===== src/rtl/enum_sequencer_if.sv =====
// rtl/enum_sequencer_if.sv - command port bundle for the enumeration sequencer
interface enum_sequencer_if #(
    parameter int WIDTH = 32,
    parameter int STEPW = 4
);
    logic             cmd_valid;
    logic             cmd_ready;
    logic [2:0]       cmd_op;
    logic [STEPW-1:0] cmd_step;
    logic [WIDTH-1:0] cmd_value;

    modport master (
        output cmd_valid,
        output cmd_op,
        output cmd_step,
        output cmd_value,
        input  cmd_ready
    );

    modport slave (
        input  cmd_valid,
        input  cmd_op,
        input  cmd_step,
        input  cmd_value,
        output cmd_ready
    );
endinterface


===== src/rtl/enum_sequencer.sv =====
// rtl/enum_sequencer.sv - walks a sparse enumeration table with first/last/next/prev/load commands
module enum_sequencer #(
    parameter int                       WIDTH  = 32,
    parameter int                       COUNT  = 15,
    parameter logic [COUNT*WIDTH-1:0]   VALUES = {32'd32, 32'd31, 32'd30, 32'd22, 32'd21,
                                                  32'd20, 32'd12, 32'd11, 32'd10, 32'd5,
                                                  32'd4,  32'd3,  32'd2,  32'd1,  32'd0},
    parameter int                       STEPW  = 4,
    localparam int                      IDXW   = $clog2(COUNT)
) (
    input  logic              clk,
    input  logic              reset_l,
    enum_sequencer_if.slave   cmd,
    output logic [WIDTH-1:0]  cur_value,
    output logic [IDXW-1:0]   cur_index,
    output logic              cur_known,
    output logic [IDXW:0]     num,
    output logic              done,
    output logic              err,
    output logic              wrapped
);

    localparam logic [2:0] OP_FIRST = 3'd0;
    localparam logic [2:0] OP_LAST  = 3'd1;
    localparam logic [2:0] OP_NEXT  = 3'd2;
    localparam logic [2:0] OP_PREV  = 3'd3;
    localparam logic [2:0] OP_LOAD  = 3'd4;

    localparam int            LAST_I   = COUNT - 1;
    localparam logic [IDXW:0] LAST_IDX = LAST_I[IDXW:0];
    localparam logic [IDXW:0] COUNT_W  = COUNT[IDXW:0];

    typedef enum logic [1:0] {IDLE, STEP, SEARCH} state_t;

    state_t             state_q, state_d;
    logic [WIDTH-1:0]   value_q, value_d;
    logic [IDXW-1:0]    index_q, index_d;
    logic               known_q, known_d;
    logic               done_q, done_d;
    logic               err_q, err_d;
    logic               wrapped_q, wrapped_d;
    logic               ready_q, ready_d;
    logic [STEPW-1:0]   rem_q, rem_d;
    logic               fwd_q, fwd_d;
    logic               wflag_q, wflag_d;
    logic [IDXW:0]      widx_q, widx_d;
    logic [WIDTH-1:0]   key_q, key_d;

    logic               accept;
    logic [IDXW:0]      base_idx;
    logic               go_fwd;
    logic [IDXW:0]      step_idx;
    logic               step_wrap;
    logic [STEPW-1:0]   eff_step;
    logic [IDXW:0]      probe_idx;
    logic [WIDTH-1:0]   probe_key;

    function automatic logic [WIDTH-1:0] entry(input logic [IDXW:0] idx);
        entry = '0;
        for (int k = 0; k < COUNT; k++) begin
            if (idx == k[IDXW:0]) entry = VALUES[k*WIDTH +: WIDTH];
        end
    endfunction

    assign accept        = cmd.cmd_valid && ready_q;
    assign eff_step      = (cmd.cmd_step == '0) ? STEPW'(1) : cmd.cmd_step;
    assign cmd.cmd_ready = ready_q;
    assign cur_value     = value_q;
    assign cur_index     = index_q;
    assign cur_known     = known_q;
    assign num           = COUNT_W;
    assign done          = done_q;
    assign err           = err_q;
    assign wrapped       = wrapped_q;

    // The first step/compare happens in the acceptance cycle so a one-step
    // command completes with the same latency as FIRST/LAST.
    always_comb begin
        base_idx  = (state_q == IDLE) ? {1'b0, index_q} : widx_q;
        go_fwd    = (state_q == IDLE) ? (cmd.cmd_op == OP_NEXT) : fwd_q;
        probe_idx = (state_q == IDLE) ? '0 : widx_q;
        probe_key = (state_q == IDLE) ? cmd.cmd_value : key_q;
        step_wrap = 1'b0;
        if (go_fwd) begin
            if (base_idx == LAST_IDX) begin
                step_idx  = '0;
                step_wrap = 1'b1;
            end else begin
                step_idx = base_idx + 1'b1;
            end
        end else begin
            if (base_idx == '0) begin
                step_idx  = LAST_IDX;
                step_wrap = 1'b1;
            end else begin
                step_idx = base_idx - 1'b1;
            end
        end
    end

    always_comb begin
        state_d   = state_q;
        value_d   = value_q;
        index_d   = index_q;
        known_d   = known_q;
        done_d    = 1'b0;
        err_d     = 1'b0;
        wrapped_d = 1'b0;
        ready_d   = ready_q;
        rem_d     = rem_q;
        fwd_d     = fwd_q;
        wflag_d   = wflag_q;
        widx_d    = widx_q;
        key_d     = key_q;

        case (state_q)
            IDLE: begin
                if (accept) begin
                    case (cmd.cmd_op)
                        OP_FIRST, OP_LAST: begin
                            index_d = (cmd.cmd_op == OP_FIRST) ? '0 : LAST_IDX[IDXW-1:0];
                            value_d = entry((cmd.cmd_op == OP_FIRST) ? '0 : LAST_IDX);
                            known_d = 1'b1;
                            done_d  = 1'b1;
                        end
                        OP_NEXT, OP_PREV: begin
                            if (!known_q) begin
                                done_d = 1'b1;
                                err_d  = 1'b1;
                            end else if (eff_step == STEPW'(1)) begin
                                index_d   = step_idx[IDXW-1:0];
                                value_d   = entry(step_idx);
                                done_d    = 1'b1;
                                wrapped_d = step_wrap;
                            end else begin
                                state_d = STEP;
                                ready_d = 1'b0;
                                rem_d   = eff_step - STEPW'(1);
                                fwd_d   = (cmd.cmd_op == OP_NEXT);
                                wflag_d = step_wrap;
                                widx_d  = step_idx;
                            end
                        end
                        OP_LOAD: begin
                            if (entry(probe_idx) == probe_key) begin
                                index_d = '0;
                                value_d = probe_key;
                                known_d = 1'b1;
                                done_d  = 1'b1;
                            end else begin
                                state_d = SEARCH;
                                ready_d = 1'b0;
                                key_d   = probe_key;
                                widx_d  = probe_idx + 1'b1;
                            end
                        end
                        default: begin
                            done_d = 1'b1;
                            err_d  = 1'b1;
                        end
                    endcase
                end
            end
            STEP: begin
                if (rem_q == STEPW'(1)) begin
                    index_d   = step_idx[IDXW-1:0];
                    value_d   = entry(step_idx);
                    done_d    = 1'b1;
                    wrapped_d = wflag_q | step_wrap;
                    ready_d   = 1'b1;
                    state_d   = IDLE;
                end else begin
                    rem_d   = rem_q - STEPW'(1);
                    widx_d  = step_idx;
                    wflag_d = wflag_q | step_wrap;
                end
            end
            SEARCH: begin
                if (entry(probe_idx) == probe_key) begin
                    index_d = probe_idx[IDXW-1:0];
                    value_d = probe_key;
                    known_d = 1'b1;
                    done_d  = 1'b1;
                    ready_d = 1'b1;
                    state_d = IDLE;
                end else if (probe_idx == LAST_IDX) begin
                    // Not a member: keep the raw value but mark it unknown.
                    value_d = probe_key;
                    known_d = 1'b0;
                    done_d  = 1'b1;
                    err_d   = 1'b1;
                    ready_d = 1'b1;
                    state_d = IDLE;
                end else begin
                    widx_d = probe_idx + 1'b1;
                end
            end
            default: begin
                state_d = IDLE;
                ready_d = 1'b1;
            end
        endcase
    end

    always_ff @(posedge clk or negedge reset_l) begin
        if (!reset_l) begin
            state_q   <= IDLE;
            value_q   <= '0;
            index_q   <= '0;
            known_q   <= 1'b0;
            done_q    <= 1'b0;
            err_q     <= 1'b0;
            wrapped_q <= 1'b0;
            ready_q   <= 1'b1;
            rem_q     <= '0;
            fwd_q     <= 1'b0;
            wflag_q   <= 1'b0;
            widx_q    <= '0;
            key_q     <= '0;
        end else begin
            state_q   <= state_d;
            value_q   <= value_d;
            index_q   <= index_d;
            known_q   <= known_d;
            done_q    <= done_d;
            err_q     <= err_d;
            wrapped_q <= wrapped_d;
            ready_q   <= ready_d;
            rem_q     <= rem_d;
            fwd_q     <= fwd_d;
            wflag_q   <= wflag_d;
            widx_q    <= widx_d;
            key_q     <= key_d;
        end
    end

endmodule


===== src/flat_wrapper.sv =====
// flat-port wrapper written by rule: the top's interface ports become plain ports
module enum_sequencer_flat 
#(
    parameter int                       WIDTH  = 32,
    parameter int                       COUNT  = 15,
    parameter logic [COUNT*WIDTH-1:0]   VALUES = {32'd32, 32'd31, 32'd30, 32'd22, 32'd21,
                                                  32'd20, 32'd12, 32'd11, 32'd10, 32'd5,
                                                  32'd4,  32'd3,  32'd2,  32'd1,  32'd0},
    parameter int                       STEPW  = 4,
    localparam int                      IDXW   = $clog2(COUNT)
)
  (clk, reset_l, cur_value, cur_index, cur_known, num, done, err, wrapped, cmd_cmd_valid, cmd_cmd_op, cmd_cmd_step, cmd_cmd_value, cmd_cmd_ready);
  enum_sequencer_if #(.WIDTH(WIDTH), .STEPW(STEPW)) cmd_i ();
  input  logic clk;
  input  logic reset_l;
  output logic [WIDTH-1:0] cur_value;
  output logic [IDXW-1:0] cur_index;
  output logic cur_known;
  output logic [IDXW:0] num;
  output logic done;
  output logic err;
  output logic wrapped;
  input wire logic [$bits(cmd_i.cmd_valid)-1:0] cmd_cmd_valid;
  input wire logic [$bits(cmd_i.cmd_op)-1:0] cmd_cmd_op;
  input wire logic [$bits(cmd_i.cmd_step)-1:0] cmd_cmd_step;
  input wire logic [$bits(cmd_i.cmd_value)-1:0] cmd_cmd_value;
  output wire logic [$bits(cmd_i.cmd_ready)-1:0] cmd_cmd_ready;
  assign cmd_i.cmd_valid = cmd_cmd_valid;
  assign cmd_i.cmd_op = cmd_cmd_op;
  assign cmd_i.cmd_step = cmd_cmd_step;
  assign cmd_i.cmd_value = cmd_cmd_value;
  assign cmd_cmd_ready = cmd_i.cmd_ready;
  enum_sequencer #(.WIDTH(WIDTH), .COUNT(COUNT), .VALUES(VALUES), .STEPW(STEPW)) u_core (.clk(clk), .reset_l(reset_l), .cmd(cmd_i), .cur_value(cur_value), .cur_index(cur_index), .cur_known(cur_known), .num(num), .done(done), .err(err), .wrapped(wrapped));
endmodule

===== config.mk =====
export PLATFORM = sky130hd
export DESIGN_NAME = enum_sequencer_flat
export DESIGN_NICKNAME = d
export VERILOG_FILES = /design/src/rtl/enum_sequencer_if.sv /design/src/rtl/enum_sequencer.sv /design/src/flat_wrapper.sv
export SDC_FILE = /design/constraint.sdc
export NUM_CORES = 1
export LEC_CHECK = 0
export BUFFER_PORTS_ARGS = -buffer_cell sky130_fd_sc_hd__buf_2
export CAP_MARGIN = 0
export CORE_MARGIN = 1.5
export CORE_UTILIZATION = 60
export CTS_CLUSTER_SIZE = 10
export DETAILED_ROUTE_END_ITERATION = 8
export PLACE_DENSITY = 0.95
export SETUP_SLACK_MARGIN = 0.2
export SKIP_CTS_REPAIR_TIMING = 1
export SYNTH_ARGS = -nofsm -noshare
export SYNTH_HDL_FRONTEND = slang
export SYNTH_SLANG_ARGS = --single-unit

===== constraint.sdc =====
create_clock -name clk -period 6.1 [get_ports clk]
set_input_delay 1.22 -clock clk [delete_from_list [all_inputs] [get_ports clk]]
set_output_delay 1.22 -clock clk [all_outputs]
set_load 0.01 [all_outputs]

* After elaboration in Yosys (flattened, before gate mapping)
Cells that the tools add are included.
** Storage, ports and cells
- Bits in registers :: 86
- Bits in latches :: 0
- RAM bits :: 0
- ROM bits :: 0
- Bits of input ports :: 42
- Output and inout port bits :: 46
- Logic and storage cells :: 252
- Memories kept :: 0
** Operators by class
- Add/subtract/negate cells :: 5
- Multiply operators :: 0
- Div/mod/pow operators :: 0
- Order comparisons :: 0
- Equality and inequality tests :: 71
- Shifts and indexed selects :: 0
- Mux-type cells :: 141
- Bitwise gates (word level) :: 3
- Reductions and logical operators :: 19
** Operators by type and width (number)
- $mux 32 :: 37
- $pmux 32 s3 :: 2
- $eq 5x4->1 const B :: 22
- $mux 5 :: 17
- $mux 4 :: 17
- $eq 32x32->1 :: 2
- $eq 5x3->1 const B :: 12
- $mux 1 :: 38
- $eq 5x2->1 const B :: 6
- $pmux 4 s3 :: 2
- $mux 2 :: 10
- $ne 3x3->1 const B :: 6
- $pmux 1 s2 :: 8
- $reduce_and 8->1 :: 2
- $eq 5x1->1 const B :: 3
- $pmux 5 s3 :: 1
- $add 5x1->5 const B :: 2
- $ne 2x2->1 const B :: 5
- $pmux 5 s2 :: 1
- $reduce_and 5->1 :: 2
- $reduce_and 9->1 :: 1
- $eq 4x1->1 const B :: 2
- $ne 2x1->1 const B :: 4
- $pmux 4 s2 :: 1
- other kinds (29) :: 36

* Longest topological paths before layout
Gate-level depths: netlist (run 1).
- Depth in word-level cells :: 25
- Gate-level depth with buffers :: 15
- Mapped depth without buffers :: 12

* Worst setup path before layout (run 1)
Ideal clock, no wire load.
- Kind :: input -> register
- From :: input cmd_cmd_value[26]
- To :: register u_core.key_q[10]
- Data arrival time :: 3126 ps
- Required time :: 5975 ps
- Path slack :: 2849 ps
- Cell stages on the path :: 8
- Path buffers :: 1
- Path through :: nor4_1 nand4_1 a211o_1 nor4_4 nand3_2 nand3_1 buf_2 mux2_2
** On the way
- Cells in the longest elaborated chain, start to end :: 4
** Ends and longest elaborated chain
- start, declared :: RTL line flat_wrapper.sv:26 : input wire logic [$bits(cmd_i.cmd_value)-1:0] cmd_cmd_value;
- $mux 32 :: RTL line enum_sequencer.sv:82 : probe_key = (state_q == IDLE) ? cmd.cmd_value : key_q;
- $eq 32x32->1 :: RTL line enum_sequencer.sv:145 : if (entry(probe_idx) == probe_key) begin
- $not 1->1 (no source line)
- $reduce_and 4->1 (no source line)
- end signal, assigned :: RTL line enum_sequencer.sv:233 : key_q <= key_d;
- end, declared :: RTL line enum_sequencer.sv:47 : logic [WIDTH-1:0] key_q, key_d;
Every way passes these cells.
A chain may end at the register's enable or synchronous reset.

* Worst setup path after layout (run 1)
- From :: register u_core.state_q[0]
- To :: register u_core.value_q[12], in the netlist u_core.cur_value[12]
** On the way
- Cells in the longest elaborated chain, start to end :: 23
** Ends and longest elaborated chain
- start, declared :: RTL line enum_sequencer.sv:35 : state_t state_q, state_d;
- start signal, assigned :: RTL line enum_sequencer.sv:221 : state_q <= state_d;
- parallel branches: the longest is 23 deep, another holds $sub 5x1->5
- end signal, assigned :: RTL line enum_sequencer.sv:222 : value_q <= value_d;
- end, declared :: RTL line enum_sequencer.sv:36 : logic [WIDTH-1:0] value_q, value_d;
Parallel ways; which one is timed is not known. The select of a mux whose other input is x is not followed.

==> results of run 1 <==
metrics by stage:
stage	total power, mW	util (%)	cell area (um2)	hold slack [ns]	cells
6_report	3.55	68.1	5910	0.498	712
5_1_grt	3.79	68.1	5910	0.514	712
3_3_place_gp	3.01	66.0	5730	0.465	696
2_1_floorplan	2.63	-	5340	0.449	537
3_5_place_dp	3.13	66.0	5730	0.473	696
4_1_cts	3.51	68.1	5910	0.502	712
worst max path at each step:
stage	to	slack, ns	depth (start not counted)
after floorplan	u_core.key_q[10]	2.85	8
after global placement	u_core.cur_value[8]	2.17	11
after detailed placement	u_core.cur_value[31]	1.99	11
after CTS	u_core.cur_value[12]	1.97	11
after global routing	u_core.cur_value[12]	1.62	11
final	u_core.cur_value[12]	1.90	11
cells in the final DEF (no fill, tap or decap), types with 3 or more instances in the layout:
cell type | Yosys | final
dfrtp_1 | 85 | 85
buf_2 | 12 | 81
nor2_1 | 51 | 51
mux2_2 | 46 | 46
mux2i_1 | 39 | 39
nand2_1 | 33 | 33
o21ai_0 | 33 | 33
inv_1 | 19 | 19
mux2_1 | 17 | 17
a21oi_1 | 15 | 15
nor4_1 | 12 | 12
nand2b_1 | 11 | 11
ha_1 | 11 | 10
clkbuf_8 | 0 | 9
nor3_1 | 8 | 8
nand3_1 | 8 | 8
o22ai_1 | 8 | 8
a31oi_1 | 7 | 7
and3_1 | 6 | 6
o21a_1 | 6 | 6
conb_1 | 2 | 5
o31ai_1 | 4 | 4
and2_1 | 4 | 4
nand4_1 | 4 | 4
nor2b_1 | 4 | 4
xnor2_1 | 4 | 4
a2bb2oi_1 | 4 | 4
buf_4 | 5 | 4
o221ai_1 | 3 | 3
or3_1 | 3 | 3
a211o_1 | 3 | 3
or4_1 | 3 | 3
or2_2 | 3 | 3
o32a_1 | 3 | 3
registers in the layout, indices dropped and copies added, names as in the netlist:
register and flops:
u_core.wflag_q 1, u_core.rem_q 4, u_core.widx_q 5, u_core.err 1, u_core.key_q 32, u_core.state_q 2, u_core.wrapped 1, u_core.cur_known 1
u_core.cur_value 32, u_core.fwd_q 1, u_core.cur_index 4, u_core.cmd.cmd_ready 1, u_core.done 1
cell families (layout without fill, tap and decap cells):
family                   after synthesis  count (layout)  synth area share, %
flip-flops                            86              86                 40.4
multiplexers                         103             103                 20.9
AND/OR/NAND/NOR                      164             164                 16.2
other                                  2               5                0.141
AO/OA/AOI/OAI                        110             110                 14.0
adder cells (fa/ha/maj)               11              11                 2.58
XOR/XNOR                               5               5                0.822
buffers and inverters                 53             120                 4.96
report_power, final:
part	leakage (nW)	total, mW	internal, mW	switching [mW]
sequential	1.11	1.03	0.807	0.219
combinational	1.69	2.15	0.924	1.23
clock	0.0854	0.377	0.154	0.223
total	2.89	3.55	1.89	1.67
routing by layer:
| layer | GRT usage, % | part of all wire (%) |
|---|---|---|
| met3 | 6.26 | 7.3 |
| met5 | 0 | 0 |
| met2 | 49.8 | 50 |
| met1 | 36.1 | 40 |
| met4 | 11.8 | 2.9 |
critical path: cells and delay by family (launching register included):
family                   cells  cell delay (ns)
AO/OA/AOI/OAI                3             0.76
adder cells (fa/ha/maj)      1             0.71
buffers and inverters        2             0.67
flip-flops                   1             0.42
multiplexers                 1             0.44
AND/OR/NAND/NOR              4             1.04
area by class of cell:
class / count / area, um2 / share of cell area [%]
Clock buffer: 10 / 128 / 2.16
Tap cell: 108 / 135 / 2.29
Timing Repair Buffer: 85 / 435 / 7.37
Sequential cell: 86 / 2150 / 36.4
Inverter: 19 / 71.3 / 1.21
Multi-Input combinational cell: 398 / 2930 / 49.6
Clock inverter: 6 / 52.6 / 0.889
==> reports/results.ini, run 1 <==
[outcome]
status = finished clean

[power]
irDropWorstVdd_uv = 270
p_leak_nw = 2.89
cellPowerDensity_nw_per_um2 = 602

[floorplanning]
die_h_um = 97.2
start_util_pct = 61.4
coreArea_um2 = 8680
rows = 34
dieArea_um2 = 9450
ios = 88
die_w_um = 97.2

[detailed_routing]
viasPerCell = 6.40
routed_wl_um = 13400
detail-route-antenna-nets = 0
drt_iter0_drc = 429
post-route-drc-count = 0
firstDrtPassIters = 5
routedWlPerCell_um = 18.9
vias = 4556

[worst_setup_path]
crit_chain = inv_1 -> ha_2 -> buf_4 -> nor4b_1 -> and3_1 -> o22ai_1 -> nor4_4 -> nand3_2 -> a31oi_1 -> o21ai_4 -> mux2_1
reg2reg_to = u_core.cur_value[12]
r2r_start = u_core.state_q[0]
rr_worst_depth = 11
path_class = register to register
slowest_delay_ns = 0.71
crit_arrival_ns = 4.45
start_kind = register
crit_required_ns = 6.36
end_kind = register
slowest_stage = ha_2
cp_max_fo = 40
critPathLaunch = u_core.state_q[0]
r2r_setup_slack_ns = 1.90

[logic_synthesis]
yosys-top-cells-area = dfrtp_1 (40%), mux2_2 (9.7%), mux2i_1 (7.3%)
synth_area_per_cell_um2 = 9.97
synth_top_area_share_pct = 39.9
synth.most_common_cell = dfrtp_1
postSynthCellCount = 534
synth_area_um2 = 5330
ys_async_sr_fraction_pct = 100
ys_warn_count = 0
ys_ff_latch = 86
synth_top_cell_by_area = dfrtp_1
ys_seq_area_share_pct = 40.4
synth_common_cells = dfrtp_1 (85), nor2_1 (51), mux2_2 (46), mux2i_1 (39)
ys.flop_type = dfrtp_1
synth.distinct_cells = 71
synth_enable_flop_cells = 0

[clocking]
clock_latency_ns = 0.38
cts_tree = done
numCtsBuffers = 9
path_clk_slew_ns = 0.09
htreeDepth = 3
clock-root-buffer = clkbuf_8
clock-sinks = 86
cts_buffer_depth = 2

[sta]
drv_slew = 0
max-slew-margin-rel_pct = 27.8
tns_ns = 0
fin_worst_skew_ns = 0.00911
timing_hold_violations_final = 0
setup_slack_ns = 1.90
max_freq_ghz = 0.238
setup-violations-final = 0
fin_crit_sh_pct = 68.8
fin_crit_ns = 4.20
rsz0062_at_grt = false
worstMarginPinSlew_ns = 1.08

[flow_run]
drv_cap = 0

[global_route]
grt_max_degree = 87
grt_pass1_wl_um = 22300
grtUsageTotal_pct = 29.2
overflow = 0
grt_pass1_vias = 4600
antenna_found_initial = 0

[place]
place_ws_ns = 1.99
port_buffers = 82
dp_hpwl_um = 9580
gp_congestion = 0.957

[layout]
insertedDiodeCount = 0
nFillCells = 664
syn_to_final_growth_pct = 10.9
nets = 652
drive_gt1_share_pct = 26.8

[hold_path]
hold_class = register to register
hold_end = u_core.cur_value[3]
hold_start = u_core.cur_value[3]
holdPathStages = 1

(Power assumes the default switching activity.)
==> inputs of run 2 (changes only) <==
--- a/config.mk
+++ b/config.mk
@@ -5,13 +5,14 @@
 export SDC_FILE = /design/constraint.sdc
 export NUM_CORES = 1
 export LEC_CHECK = 0
+export ABC_AREA = 1
 export BUFFER_PORTS_ARGS = -buffer_cell sky130_fd_sc_hd__buf_2
 export CAP_MARGIN = 0
 export CORE_MARGIN = 1.5
-export CORE_UTILIZATION = 60
+export CORE_UTILIZATION = 57
 export CTS_CLUSTER_SIZE = 10
 export DETAILED_ROUTE_END_ITERATION = 8
-export PLACE_DENSITY = 0.95
+export PLACE_DENSITY = 0.92
 export SETUP_SLACK_MARGIN = 0.2
 export SKIP_CTS_REPAIR_TIMING = 1
 export SYNTH_ARGS = -nofsm -noshare
==> constraint.sdc (replaced) <==
create_clock -name clk -period 4.2 [get_ports clk]
set_input_delay 0.84 -clock clk [delete_from_list [all_inputs] [get_ports clk]]
set_output_delay 0.84 -clock clk [all_outputs]
set_load 0.01 [all_outputs]
==> run 2 against run 1 <==
Net effect: clock skew is 0.00057 ns lower; synthesized area unchanged; synthesized cell count increased by 46%; sequential power up 30%; clock-buffer cell count decreased by 1; clock power up 76%; combinational power up 34%.
==> reports/results.ini, run 2 <==
[layout]
multi_input_area_um2 = 2660  ; -9.3%
drive_gt1_share_pct = 15.0  ; -12 points
nets = 903  ; +38%
nFillCells = 791  ; +19%
fin_cells = 966  ; +36%
insertedDiodeCount = 0  ; unchanged
syn_to_final_growth_pct = 12.3
layout_common_cells = nand2_1 (291), inv_1 (88), dfrtp_1 (85), nor2_1 (82), buf_2 (81)
stdcell_area_um2 = 5980  ; +1.2%
final_common_cell = nand2_1
seq_area_um2 = 2150  ; unchanged

[global_route]
top_usage_layer = met2
grtUsageTotal_pct = 26.8  ; -2.3 points
grt_use_met2_pct = 44.7  ; -5.1 points
grt_pass1_vias = 4828  ; +5.0%
antenna_found_initial = 0  ; unchanged
grt.met3_usage_pct = 4.71  ; -1.6 points
use_met1_pct = 35.2  ; -0.97 points
grt_max_degree = 87  ; unchanged
overflow = 0  ; unchanged
grt_pass1_wl_um = 21400  ; -4.0%

[logic_synthesis]
synth_top_cell_by_area = dfrtp_1
ys_warn_count = 0  ; unchanged
synth.most_common_cell = nand2_1
ys.flop_type = dfrtp_1
synth_enable_flop_cells = 0  ; unchanged
synth_common_cells = nand2_1 (291), inv_1 (88), dfrtp_1 (85), nor2_1 (82), o21ai_0 (75)
ys_ff_latch = 86  ; unchanged
synth_area_per_cell_um2 = 6.84  ; -31%
ys_seq_area_share_pct = 40.4  ; unchanged
synth_top_area_share_pct = 39.9  ; unchanged
ys_async_sr_fraction_pct = 100  ; unchanged
yosys-top-cells-area = dfrtp_1 (40%), nand2_1 (21%), o21ai_0 (7.0%)
synth_area_um2 = 5330  ; unchanged
postSynthCellCount = 779  ; +46%
synth.distinct_cells = 42  ; -41%

[floorplanning]
die_h_um = 99.7  ; +2.5%
die_w_um = 99.7  ; +2.5%
start_util_pct = 58.2  ; -3.2 points
dieArea_um2 = 9930  ; +5.1%
coreArea_um2 = 9150  ; +5.5%
ios = 88  ; unchanged
rows = 35  ; +2.9%

[place]
placedInstanceArea_um2 = 5740  ; +0.28%
gp_congestion = 0.938  ; -2.0%
dp_hpwl_um = 9060  ; -5.4%
dp_cells = 950  ; +36%
port_buffers = 82  ; unchanged

[detailed_routing]
routedWlPerCell_um = 13.0  ; -31%
firstDrtPassIters = 5  ; unchanged
detail-route-antenna-nets = 0  ; unchanged
post-route-drc-count = 0  ; unchanged
drt_iter0_drc = 405  ; -5.6%
viasPerCell = 5.35  ; -16%
vias = 5169  ; +13%
routed_wl_um = 12600  ; -6.4%

[worst_setup_path]
path_class = register to register
slowest_delay_ns = 0.41  ; -0.30 ns
cpMostUsedCell = nand2_1
crit_chain = inv_1 -> ha_4 -> inv_4 -> nand2_2 -> nand2_1 -> inv_1 -> ha_1 -> inv_1 -> nor3_1 -> nand2_1 -> nor2_1 -> nor2_1 -> nand2_1 -> inv_1 -> nor2_1 -> a21oi_1 -> nand2_1 -> o21ai_0 -> nand2_1 -> nand2_1
crit_arrival_ns = 3.83  ; -0.62 ns
crit_required_ns = 4.51  ; -1.85 ns
start_kind = register
slowest_stage = dfrtp_1
end_kind = register
cp_max_fo = 34  ; -15%

[sta]
max_freq_ghz = 0.283  ; +19%
drv_slew = 0  ; unchanged
setup-violations-final = 0  ; unchanged
fin_crit_sh_pct = 84.0  ; +15 points
timing_hold_violations_final = 0  ; unchanged
fin_crit_ns = 3.53  ; -0.668 ns
fin_worst_skew_ns = 0.00855  ; -0.000568 ns
rsz0062_at_grt = false
max-slew-margin-rel_pct = 30.2  ; +2.4 points
worstMarginPinSlew_ns = 1.05  ; -0.0318 ns
tns_ns = 0  ; unchanged

[power]
total_power_mw = 4.88  ; +37%
irDropWorstVdd_uv = 539  ; +99%
cellPowerDensity_nw_per_um2 = 816  ; +36%
p_leak_nw = 3.38  ; +17%

[clocking]
clock-root-buffer = clkbuf_8
cts_tree = done
cts_buffer_depth = 2  ; unchanged
numCtsBuffers = 9  ; unchanged
clock-sinks = 86  ; unchanged
clock_latency_ns = 0.37  ; about the same
path_clk_slew_ns = 0.09  ; about the same
htreeDepth = 3  ; unchanged

[outcome]
status = finished clean

[flow_run]
drv_cap = 0  ; unchanged

[hold_path]
hold_class = register to register

-- run 2: cell count changes after synthesis, sizes merged, moves of 11 or more --
cell and change:
mux2i -39, nand2 +266, o21ai +46, mux2 -63, nand3 +26, nor4 -12, nor2 +35, nand2b -11
inv +70
-- run 2: worst paths after layout --
| check | depth (start not counted) | start | end | slack (ns) |
|---|---|---|---|---|
| max | 20 | u_core.state_q[1] | u_core.cur_value[3] | 0.67 |
| min | 2 | u_core.cur_value[9] | u_core.cur_value[9] | 0.48 |
| max reg2reg | 20 | u_core.state_q[1] | u_core.cur_value[3] | 0.67 |
| min reg2reg | 2 | u_core.cur_value[9] | u_core.cur_value[9] | 0.48 |
| max in group asynchronous | 1 | reset_l | u_core.cur_value[3] | 2.88 |
| min in group asynchronous | 1 | reset_l | u_core.cur_value[18] | 0.65 |
-- run 2: layer usage --
metal	share of wire, %	vias up
li1	-	2571
met1	44	2328
met2	47	236
met3	7.0	34
met4	2.5	0
met5	0	-
-- run 2: critical path, delay by kind of cell (launching register included) --
kind / cells / cell delay (ns)
simple gates: 11 / 1.43
buf+inv: 5 / 0.70
fa+ha+maj: 2 / 0.48
flops: 1 / 0.41
compound gates: 2 / 0.40
-- run 2: cell families (layout without fill, tap and decap cells) --
| kind of cell | Yosys count | after routing | synth area share (%) |
|---|---|---|---|
| xor+xnor | 7 | 7 | 1.15 |
| simple gates | 440 | 440 | 34.1 |
| fa+ha+maj | 11 | 11 | 2.58 |
| mux | 1 | 1 | 0.188 |
| flops | 86 | 86 | 40.4 |
| compound gates | 112 | 112 | 11.3 |
| other cells | 2 | 5 | 0.141 |
| buf+inv | 120 | 193 | 10.1 |
-- run 2: cell type report --
type	instances	share of cell area, %
Multi-Input combinational cell	576	44.5
Sequential cell	86	36.0
Timing Repair Buffer	87	7.74
Inverter	90	5.69
Tap cell	111	2.32
Clock buffer	9	2.07
Clock inverter	7	1.72
-- run 2: power breakdown --
group	switching, mW	internal (mW)
logic	1.95	0.928
registers	0.188	1.15
clock network	0.322	0.342
-- run 2: per-stage QoR --
stage	hold slack [ns]	utilization [%]	worst slack (ns)
finish	0.478	65.3	0.672
global route	0.511	65.3	0.272
CTS	0.484	65.2	0.482
detailed placement	0.460	62.8	0.511
global placement	0.457	62.8	0.650
floorplan	0.447	-	1.47
